`src/rtl/altusoc_gpio_pkg.sv`:
```
// Shared register map and helpers for the AltuSOC Wishbone GPIO controller.
package altusoc_gpio_pkg;

  localparam int unsigned ADR_W = 4;

  localparam logic [ADR_W-1:0] REG_IN   = 4'h0;
  localparam logic [ADR_W-1:0] REG_OUT  = 4'h1;
  localparam logic [ADR_W-1:0] REG_OE   = 4'h2;
  localparam logic [ADR_W-1:0] REG_SET  = 4'h3;
  localparam logic [ADR_W-1:0] REG_CLR  = 4'h4;
  localparam logic [ADR_W-1:0] REG_IE   = 4'h5;
  localparam logic [ADR_W-1:0] REG_TYPE = 4'h6;
  localparam logic [ADR_W-1:0] REG_POL  = 4'h7;
  localparam logic [ADR_W-1:0] REG_STAT = 4'h8;

  function automatic logic [31:0] byte_mask(input logic [3:0] sel);
    return {{8{sel[3]}}, {8{sel[2]}}, {8{sel[1]}}, {8{sel[0]}}};
  endfunction

endpackage

```
`src/rtl/altusoc_gpio_if.sv`:
```
// 32-bit Wishbone classic slave port bundle for the GPIO controller.
interface altusoc_gpio_if;
  logic [5:0]  adr;
  logic [31:0] dat;
  logic [3:0]  sel;
  logic        we;
  logic        cyc;
  logic        stb;
  logic [31:0] rdt;
  logic        ack;

  modport master (output adr, dat, sel, we, cyc, stb, input rdt, ack);
  modport slave  (input adr, dat, sel, we, cyc, stb, output rdt, ack);
endinterface

```
`src/rtl/altusoc_gpio_sync.sv`:
```
// Multi-stage synchroniser bringing asynchronous pad inputs into the clk domain.
module altusoc_gpio_sync #(
  parameter int unsigned WIDTH  = 8,
  parameter int unsigned STAGES = 2
) (
  input  logic             clk,
  input  logic             rst_n,
  input  logic [WIDTH-1:0] d,
  output logic [WIDTH-1:0] q
);

  logic [WIDTH-1:0] ff_q [STAGES];

  always_ff @(posedge clk or negedge rst_n) begin
    if (!rst_n) begin
      for (int i = 0; i < STAGES; i++) ff_q[i] <= '0;
    end else begin
      ff_q[0] <= d;
      for (int i = 1; i < STAGES; i++) ff_q[i] <= ff_q[i-1];
    end
  end

  assign q = ff_q[STAGES-1];

endmodule

```
`src/rtl/altusoc_gpio.sv`:
```
// Wishbone GPIO controller: per-bit direction, atomic set/clear and edge/level interrupts.
module altusoc_gpio
  import altusoc_gpio_pkg::*;
#(
  parameter int unsigned WIDTH       = 8,
  parameter int unsigned SYNC_STAGES = 2
) (
  input  logic              clk,
  input  logic              rst_n,
  altusoc_gpio_if.slave     wb,
  input  logic [WIDTH-1:0]  i_gpio,
  output logic [WIDTH-1:0]  o_gpio,
  output logic [WIDTH-1:0]  o_gpio_oe,
  output logic              o_irq
);

  logic [WIDTH-1:0] gpio_in, hist_q;
  logic [WIDTH-1:0] out_q, out_d, oe_q, oe_d, ie_q, ie_d;
  logic [WIDTH-1:0] trig_q, trig_d, pol_q, pol_d, stat_q, stat_d;
  logic [WIDTH-1:0] edge_ev, level_ev, set_ev, w1c, wmask, wdat;
  logic [31:0]      wbits, rd, rdt_q, rdt_d;
  logic [ADR_W-1:0] reg_idx;
  logic             ack_q, irq_q, req, wr;
  logic             unused_bits;

  altusoc_gpio_sync #(
    .WIDTH  (WIDTH),
    .STAGES (SYNC_STAGES)
  ) u_sync (
    .clk   (clk),
    .rst_n (rst_n),
    .d     (i_gpio),
    .q     (gpio_in)
  );

  // A new request is only accepted while ack is low, so each strobe yields one ack pulse.
  assign req     = wb.cyc & wb.stb & ~ack_q;
  assign wr      = req & wb.we;
  assign reg_idx = wb.adr[5:2];
  assign wbits   = wb.dat & byte_mask(wb.sel);
  assign wmask   = byte_mask(wb.sel)[WIDTH-1:0];
  assign wdat    = wbits[WIDTH-1:0];
  assign unused_bits = ^{wb.adr[1:0], wbits};

  assign edge_ev  = (pol_q & gpio_in & ~hist_q) | (~pol_q & ~gpio_in & hist_q);
  assign level_ev = ~(gpio_in ^ pol_q);
  assign set_ev   = ie_q & ((trig_q & edge_ev) | (~trig_q & level_ev));

  always_comb begin
    out_d  = out_q;
    oe_d   = oe_q;
    ie_d   = ie_q;
    trig_d = trig_q;
    pol_d  = pol_q;
    w1c    = '0;
    if (wr) begin
      case (reg_idx)
        REG_OUT:  out_d  = (out_q & ~wmask) | wdat;
        REG_OE:   oe_d   = (oe_q & ~wmask) | wdat;
        REG_SET:  out_d  = out_q | wdat;
        REG_CLR:  out_d  = out_q & ~wdat;
        REG_IE:   ie_d   = (ie_q & ~wmask) | wdat;
        REG_TYPE: trig_d = (trig_q & ~wmask) | wdat;
        REG_POL:  pol_d  = (pol_q & ~wmask) | wdat;
        REG_STAT: w1c    = wdat;
        default:  ;
      endcase
    end
    // Clear is applied first so a coincident event keeps the bit pending.
    stat_d = (stat_q & ~w1c) | set_ev;
  end

  always_comb begin
    rd = '0;
    case (reg_idx)
      REG_IN:   rd[WIDTH-1:0] = gpio_in;
      REG_OUT:  rd[WIDTH-1:0] = out_q;
      REG_OE:   rd[WIDTH-1:0] = oe_q;
      REG_IE:   rd[WIDTH-1:0] = ie_q;
      REG_TYPE: rd[WIDTH-1:0] = trig_q;
      REG_POL:  rd[WIDTH-1:0] = pol_q;
      REG_STAT: rd[WIDTH-1:0] = stat_q;
      default:  rd = '0;
    endcase
    rdt_d = req ? rd : '0;
  end

  always_ff @(posedge clk or negedge rst_n) begin
    if (!rst_n) begin
      out_q  <= '0;
      oe_q   <= '0;
      ie_q   <= '0;
      trig_q <= '0;
      pol_q  <= '0;
      stat_q <= '0;
      hist_q <= '0;
      ack_q  <= 1'b0;
      rdt_q  <= '0;
      irq_q  <= 1'b0;
    end else begin
      out_q  <= out_d;
      oe_q   <= oe_d;
      ie_q   <= ie_d;
      trig_q <= trig_d;
      pol_q  <= pol_d;
      stat_q <= stat_d;
      hist_q <= gpio_in;
      ack_q  <= req;
      rdt_q  <= rdt_d;
      irq_q  <= |stat_q;
    end
  end

  assign wb.ack    = ack_q;
  assign wb.rdt    = rdt_q;
  assign o_gpio    = out_q;
  assign o_gpio_oe = oe_q;
  assign o_irq     = irq_q;

endmodule
```
`src/flat_wrapper.sv`:
```
// flat-port wrapper written by rule: the top's interface ports become plain ports
module altusoc_gpio_flat import altusoc_gpio_pkg::*;
#(
  parameter int unsigned WIDTH       = 8,
  parameter int unsigned SYNC_STAGES = 2
)
  (clk, rst_n, i_gpio, o_gpio, o_gpio_oe, o_irq, wb_adr, wb_dat, wb_sel, wb_we, wb_cyc, wb_stb, wb_rdt, wb_ack);
  altusoc_gpio_if wb_i ();
  input  logic clk;
  input  logic rst_n;
  input  logic [WIDTH-1:0] i_gpio;
  output logic [WIDTH-1:0] o_gpio;
  output logic [WIDTH-1:0] o_gpio_oe;
  output logic o_irq;
  input wire logic [$bits(wb_i.adr)-1:0] wb_adr;
  input wire logic [$bits(wb_i.dat)-1:0] wb_dat;
  input wire logic [$bits(wb_i.sel)-1:0] wb_sel;
  input wire logic [$bits(wb_i.we)-1:0] wb_we;
  input wire logic [$bits(wb_i.cyc)-1:0] wb_cyc;
  input wire logic [$bits(wb_i.stb)-1:0] wb_stb;
  output wire logic [$bits(wb_i.rdt)-1:0] wb_rdt;
  output wire logic [$bits(wb_i.ack)-1:0] wb_ack;
  assign wb_i.adr = wb_adr;
  assign wb_i.dat = wb_dat;
  assign wb_i.sel = wb_sel;
  assign wb_i.we = wb_we;
  assign wb_i.cyc = wb_cyc;
  assign wb_i.stb = wb_stb;
  assign wb_rdt = wb_i.rdt;
  assign wb_ack = wb_i.ack;
  altusoc_gpio #(.WIDTH(WIDTH), .SYNC_STAGES(SYNC_STAGES)) u_core (.clk(clk), .rst_n(rst_n), .wb(wb_i), .i_gpio(i_gpio), .o_gpio(o_gpio), .o_gpio_oe(o_gpio_oe), .o_irq(o_irq));
endmodule
```
`config.mk`:
```
export PLATFORM = sky130hd
export DESIGN_NAME = altusoc_gpio_flat
export DESIGN_NICKNAME = d
export VERILOG_FILES = /design/src/rtl/altusoc_gpio_pkg.sv /design/src/rtl/altusoc_gpio_if.sv /design/src/rtl/altusoc_gpio_sync.sv /design/src/rtl/altusoc_gpio.sv /design/src/flat_wrapper.sv
export SDC_FILE = /design/constraint.sdc
export NUM_CORES = 1
export LEC_CHECK = 0
export ABC_AREA = 1
export BUFFER_PORTS_ARGS = -buffer_cell sky130_fd_sc_hd__buf_2
export CELL_PAD_IN_SITES_DETAIL_PLACEMENT = 0
export CELL_PAD_IN_SITES_GLOBAL_PLACEMENT = 1
export CORE_UTILIZATION = 40
export CTS_CLUSTER_DIAMETER = 30
export DETAILED_ROUTE_END_ITERATION = 6
export PLACE_DENSITY_LB_ADDON = 0.08
export REMOVE_ABC_BUFFERS = 1
export SYNTH_ARGS = -nofsm -noshare
export SYNTH_HDL_FRONTEND = slang
export SYNTH_SLANG_ARGS = --single-unit
```
`constraint.sdc`:
```
create_clock -name clk -period 1.9 [get_ports clk]
set_input_delay 0.19 -clock clk [delete_from_list [all_inputs] [get_ports clk]]
set_output_delay 0.19 -clock clk [all_outputs]
set_load 0.01 [all_outputs]
```
# Yosys cells after proc, flatten, opt, wreduce, memory -nomap -nowiden
# Cells that the tools add are included.
# word_totals
reg_bits,106
latch_bits,0
mem_bits_rw,0
romBits,0
in_bits,55
output_inout_bits,50
elab_cells,70
mem_count,0
# op_classes
addsub,0
n_mul,0
n_div,0
n_lt_le_gt_ge,0
n_eq_ne,8
n_shift,0
mux,5
bitwise_logic,37
reduce_logical,8
# ops
operator,n
8-bit bitwise AND,15
8-bit OR,9
8-bit NOT,8
8-bit case mux with 7 select lines,1
8-bit two-way mux,3
8-bit case mux with 3 select lines,1
"4-bit by 3-bit == test with 1-bit output, second input constant",4
2-bit AND reduction,5
"4-bit by 2-bit == test with 1-bit output, second input constant",2
8-bit OR reduction,1
8-bit XOR,1
"4-bit by 1-bit == test with 1-bit output, second input constant",1
"4-bit == test, second input constant",1
4-bit zero test,1
1-bit bitwise AND,3
3-bit nonzero test,1
1-bit NOT,1

# Longest topological paths before layout
# logic_depth
depth_word,8
depth_mapped,8
depth_no_buf,8

# By module
# Synthesis repeated with hierarchy kept, for this count alone.
# unflattened
cells_unflattened,509
hier_area_um2,4155.2
# by_module_without_submodules
mod,instances,cells_per_inst,area_per_inst_um2,seq_area_each_um2
altusoc_gpio,1,485,3694.8,1651.6
altusoc_gpio_sync,1,24,460.4,400.4

# Worst setup path before layout
# No wires, ideal clock.
# synth_timing
path_kind,register to register
from,"register u_core.ack_q, in the netlist u_core.wb.ack"
to,register (tool-made name)
setup_time_ns,0.121
t_arrival_ns,1.321
required_time_ns,1.779
path_slack_ns,0.458
stages_incl_launch_ff,8
path_buffers,1
period_less_slack_ns,1.442
cell_sequence,dfrtp_1 inv_1 nand3_2 nor2_4 nand4_4 buf_6 nand2_1 o21ai_2
# synth_rtl
item,line,rtl
start: declaration,altusoc_gpio.sv:23,"logic ack_q, irq_q, req, wr;"
start signal: assignment,altusoc_gpio.sv:108,ack_q <= req;

# Final worst setup path
# layout_timing
from,"register u_core.ack_q, in the netlist u_core.wb.ack"
to,register u_core.stat_q[4]
# layout_via
elab_chain_cells,7
# layout_lines
item,line,rtl
1-bit NOT,altusoc_gpio.sv:37,assign req = wb.cyc & wb.stb & ~ack_q;
1-bit bitwise AND,altusoc_gpio.sv:37,
1-bit bitwise AND,altusoc_gpio.sv:38,assign wr = req & wb.we;
8-bit two-way mux,altusoc_gpio.sv:56,if (wr) begin
8-bit NOT,altusoc_gpio.sv:70,stat_d = (stat_q & ~w1c) | set_ev;
8-bit bitwise AND,altusoc_gpio.sv:70,
8-bit OR,altusoc_gpio.sv:70,
via u_core.stat_d[4],altusoc_gpio.sv:19,"logic [WIDTH-1:0] trig_q, trig_d, pol_q, pol_d, stat_q, stat_d;"
end signal: assignment,altusoc_gpio.sv:106,stat_q <= stat_d;
end: declaration,altusoc_gpio.sv:19,
# The timed path passes the listed nets, and every way through them passes these cells.
# A chain may end at the register's enable or synchronous reset.

==> impl_metrics.json <==
{
  "synth_top_area_share_pct": 48.1,
  "ys_ff_latch": 82,
  "hold_viol_final": 0,
  "slew_viol_final": 0,
  "p_leak_nw": 2.43,
  "synthTopCellsByArea": "dfrtp_1, nand2_1, nand3_1, buf_4, ha_1",
  "ctsResizeCount": 0,
  "cp.arrival_ps": 1850,
  "yosysTopAreaCell": "dfrtp_1",
  "wl_per_cell_um": 14.6,
  "wl_mm": 10.1,
  "required_ps": 2140,
  "hp-class": "in -> reg",
  "maxCapViolations": 0,
  "first_iter_violations": 122,
  "area_growth_syn_to_layout_pct": 14.6,
  "power_mw": 3.87,
  "final_layout_size_suffix_gt1_share_pct": 20.1,
  "vias_per_cell": 4.78,
  "synth_area_um2": 4270,
  "ys_seq_area_share_pct": 48.1,
  "dpl_cell_area_um2": 4580,
  "fmax_mhz": 621,
  "period_minus_slack_ps": 1610,
  "h-tree-depth": 3,
  "power_density_nw_per_um2": 792,
  "port_buffers": 51,
  "holdCritStartpoint": "wb_dat[4]",
  "finalSetupTns_ps": 0,
  "timing.rr.start": "u_core.wb.ack",
  "clock_skew_ps": 5.28,
  "num_io_pins": 105,
  "path_clk_slew_ps": 80,
  "grt_pass1_wl_mm": 16.8,
  "initial_core_util_pct": 41.3,
  "ant_nets": 0,
  "dieArea_um2": 11100,
  "dr.pass1.iters": 4,
  "grt_max_degree": 57,
  "finalCritPeriodShare_pct": 84.8,
  "num_rows": 37,
  "yosysUniqueCellTypes": 25,
  "reg2reg_depth": 6,
  "numCtsBuffers": 9,
  "critPathCapture": "u_core.stat_q[4]",
  "first_global_vias": 3148,
  "cts_tree": "built",
  "reg2reg_slack_ps": 290,
  "clkLatencyLatePin_ps": 350,
  "clk_path_buf_depth": 2,
  "outcome": "finished, final reports clean",
  "gp_congestion": 0.751,
  "die_w_um": 105,
  "chipHeight_um": 105,
  "cp-startpoint": "u_core.wb.ack",
  "diodes": 0,
  "worst_r2r_endpoint": "u_core.stat_q[4]",
  "rsz0062_at_grt": "no",
  "clock-sinks": 82,
  "syn_inst": 485,
  "critical_path_class": "reg -> reg",
  "cp-start-kind": "register",
  "grt-ovfl-total": 0,
  "setup_viol": 0,
  "core_region_area_um2": 10300,
  "endpoint_kind": "register",
  "nNetsFinal": 624,
  "path_max_fanout": 8,
  "num_vias": 3310,
  "holdWs_ps": 170,
  "dp_hpwl_mm": 7.19,
  "cts_root_buf": "clkbuf_8",
  "ir_drop_v": 0.000369,
  "yosys_warnings": 0,
  "track_usage_pct": 20.2,
  "stdcell_area_um2": 4890,
  "antenna_found_initial": 0,
  "postSynthAreaPerCell_um2": 8.79,
  "drc": 0,
  "fin_util_pct": 47.3
}
cells by family after synthesis:
kind of cell | count (synthesis) | share of synthesized area [%]
compound gates | 66 | 9.50
fa+ha+maj | 16 | 4.69
buf+inv | 93 | 11.9
flops | 82 | 48.1
other cells | 1 | 0.0879
simple gates | 227 | 25.7
through the flow:
step                      setup slack, ps  std cells
after floorplan                       379        471
after detailed placement              294        669
final                                 289        693
after global placement                347        669
after CTS                             286        693
after global routing                  134        693
power by group:
group          switching, mW  leakage, nW  internal, mW
registers             0.0949         1.03          1.86
clock network          0.608        0.110         0.807
logic                  0.321         1.29         0.180
timing repair:
action | in CTS | in global routing
hold endpoints to repair | 34 | 0
hold buffers | 9 | 0
setup buffers | 0 | 0
metal layers:
layer	track usage, %	up-vias	wire [µm]
li1	-	1659	-
met1	29.3	1551	5000
met2	29.6	92	4480
met3	3.90	8	512
met4	8.05	0	134
met5	0	-	0
how the worst min path moves through the flow:
stage                                  end  slack [ps]  depth (start not counted)
global route                      register         170                          3
finish                            register         170                          3
CTS                               register         160                          3
floorplan                        async pin        -110                          0
global placement    u_core.u_sync.ff_q[10]         130                          1
detailed placement  u_core.u_sync.ff_q[10]         130                          1
cells in the mapped netlist:
cell,n
nand2_1,119
dfrtp_1,82
nand3_1,58
inv_1,52
buf_4,27
nor2_1,24
o21ai_0,17
o21ai_2,17
a21oi_1,16
ha_1,16
o21ai_1,15
nand3b_1,8
buf_6,7
nor2_4,5
inv_2,4
nand4_4,4
buf_2,3
nand3_2,2
nor2_2,2
nor4_1,2
a21oi_4,1
conb_1,1
nand2_2,1
nand2_4,1
nand4_1,1
cell usage in the layout (no fill, tap or decap), types with 15 or more instances in the layout:
cell type and n:
dfrtp_1 82, a21oi_1 16, nand3_1 58, inv_1 52
buf_2 50, nor2_1 24, conb_1 24, o21ai_0 17
nand2_1 119, ha_1 16, o21ai_2 17, o21ai_1 15
area by class of cell:
cell class	instances	area (µm²)
clock inverter	2	60.1
multi-input combinational	333	1790
timing repair buffer	71	443
fill	1064	5440
clock buffer	13	159
sequential	82	2050
tap	136	170
inverter	56	210
critical path, stage by stage (launching register included):
cell	delay, ps
dfrtp_1	380
inv_1	90
nand3_2	100
nor2_4	250
nand3_1	340
o21ai_0	260
nand2_1	80
Power figures use the tool's default switching activity.
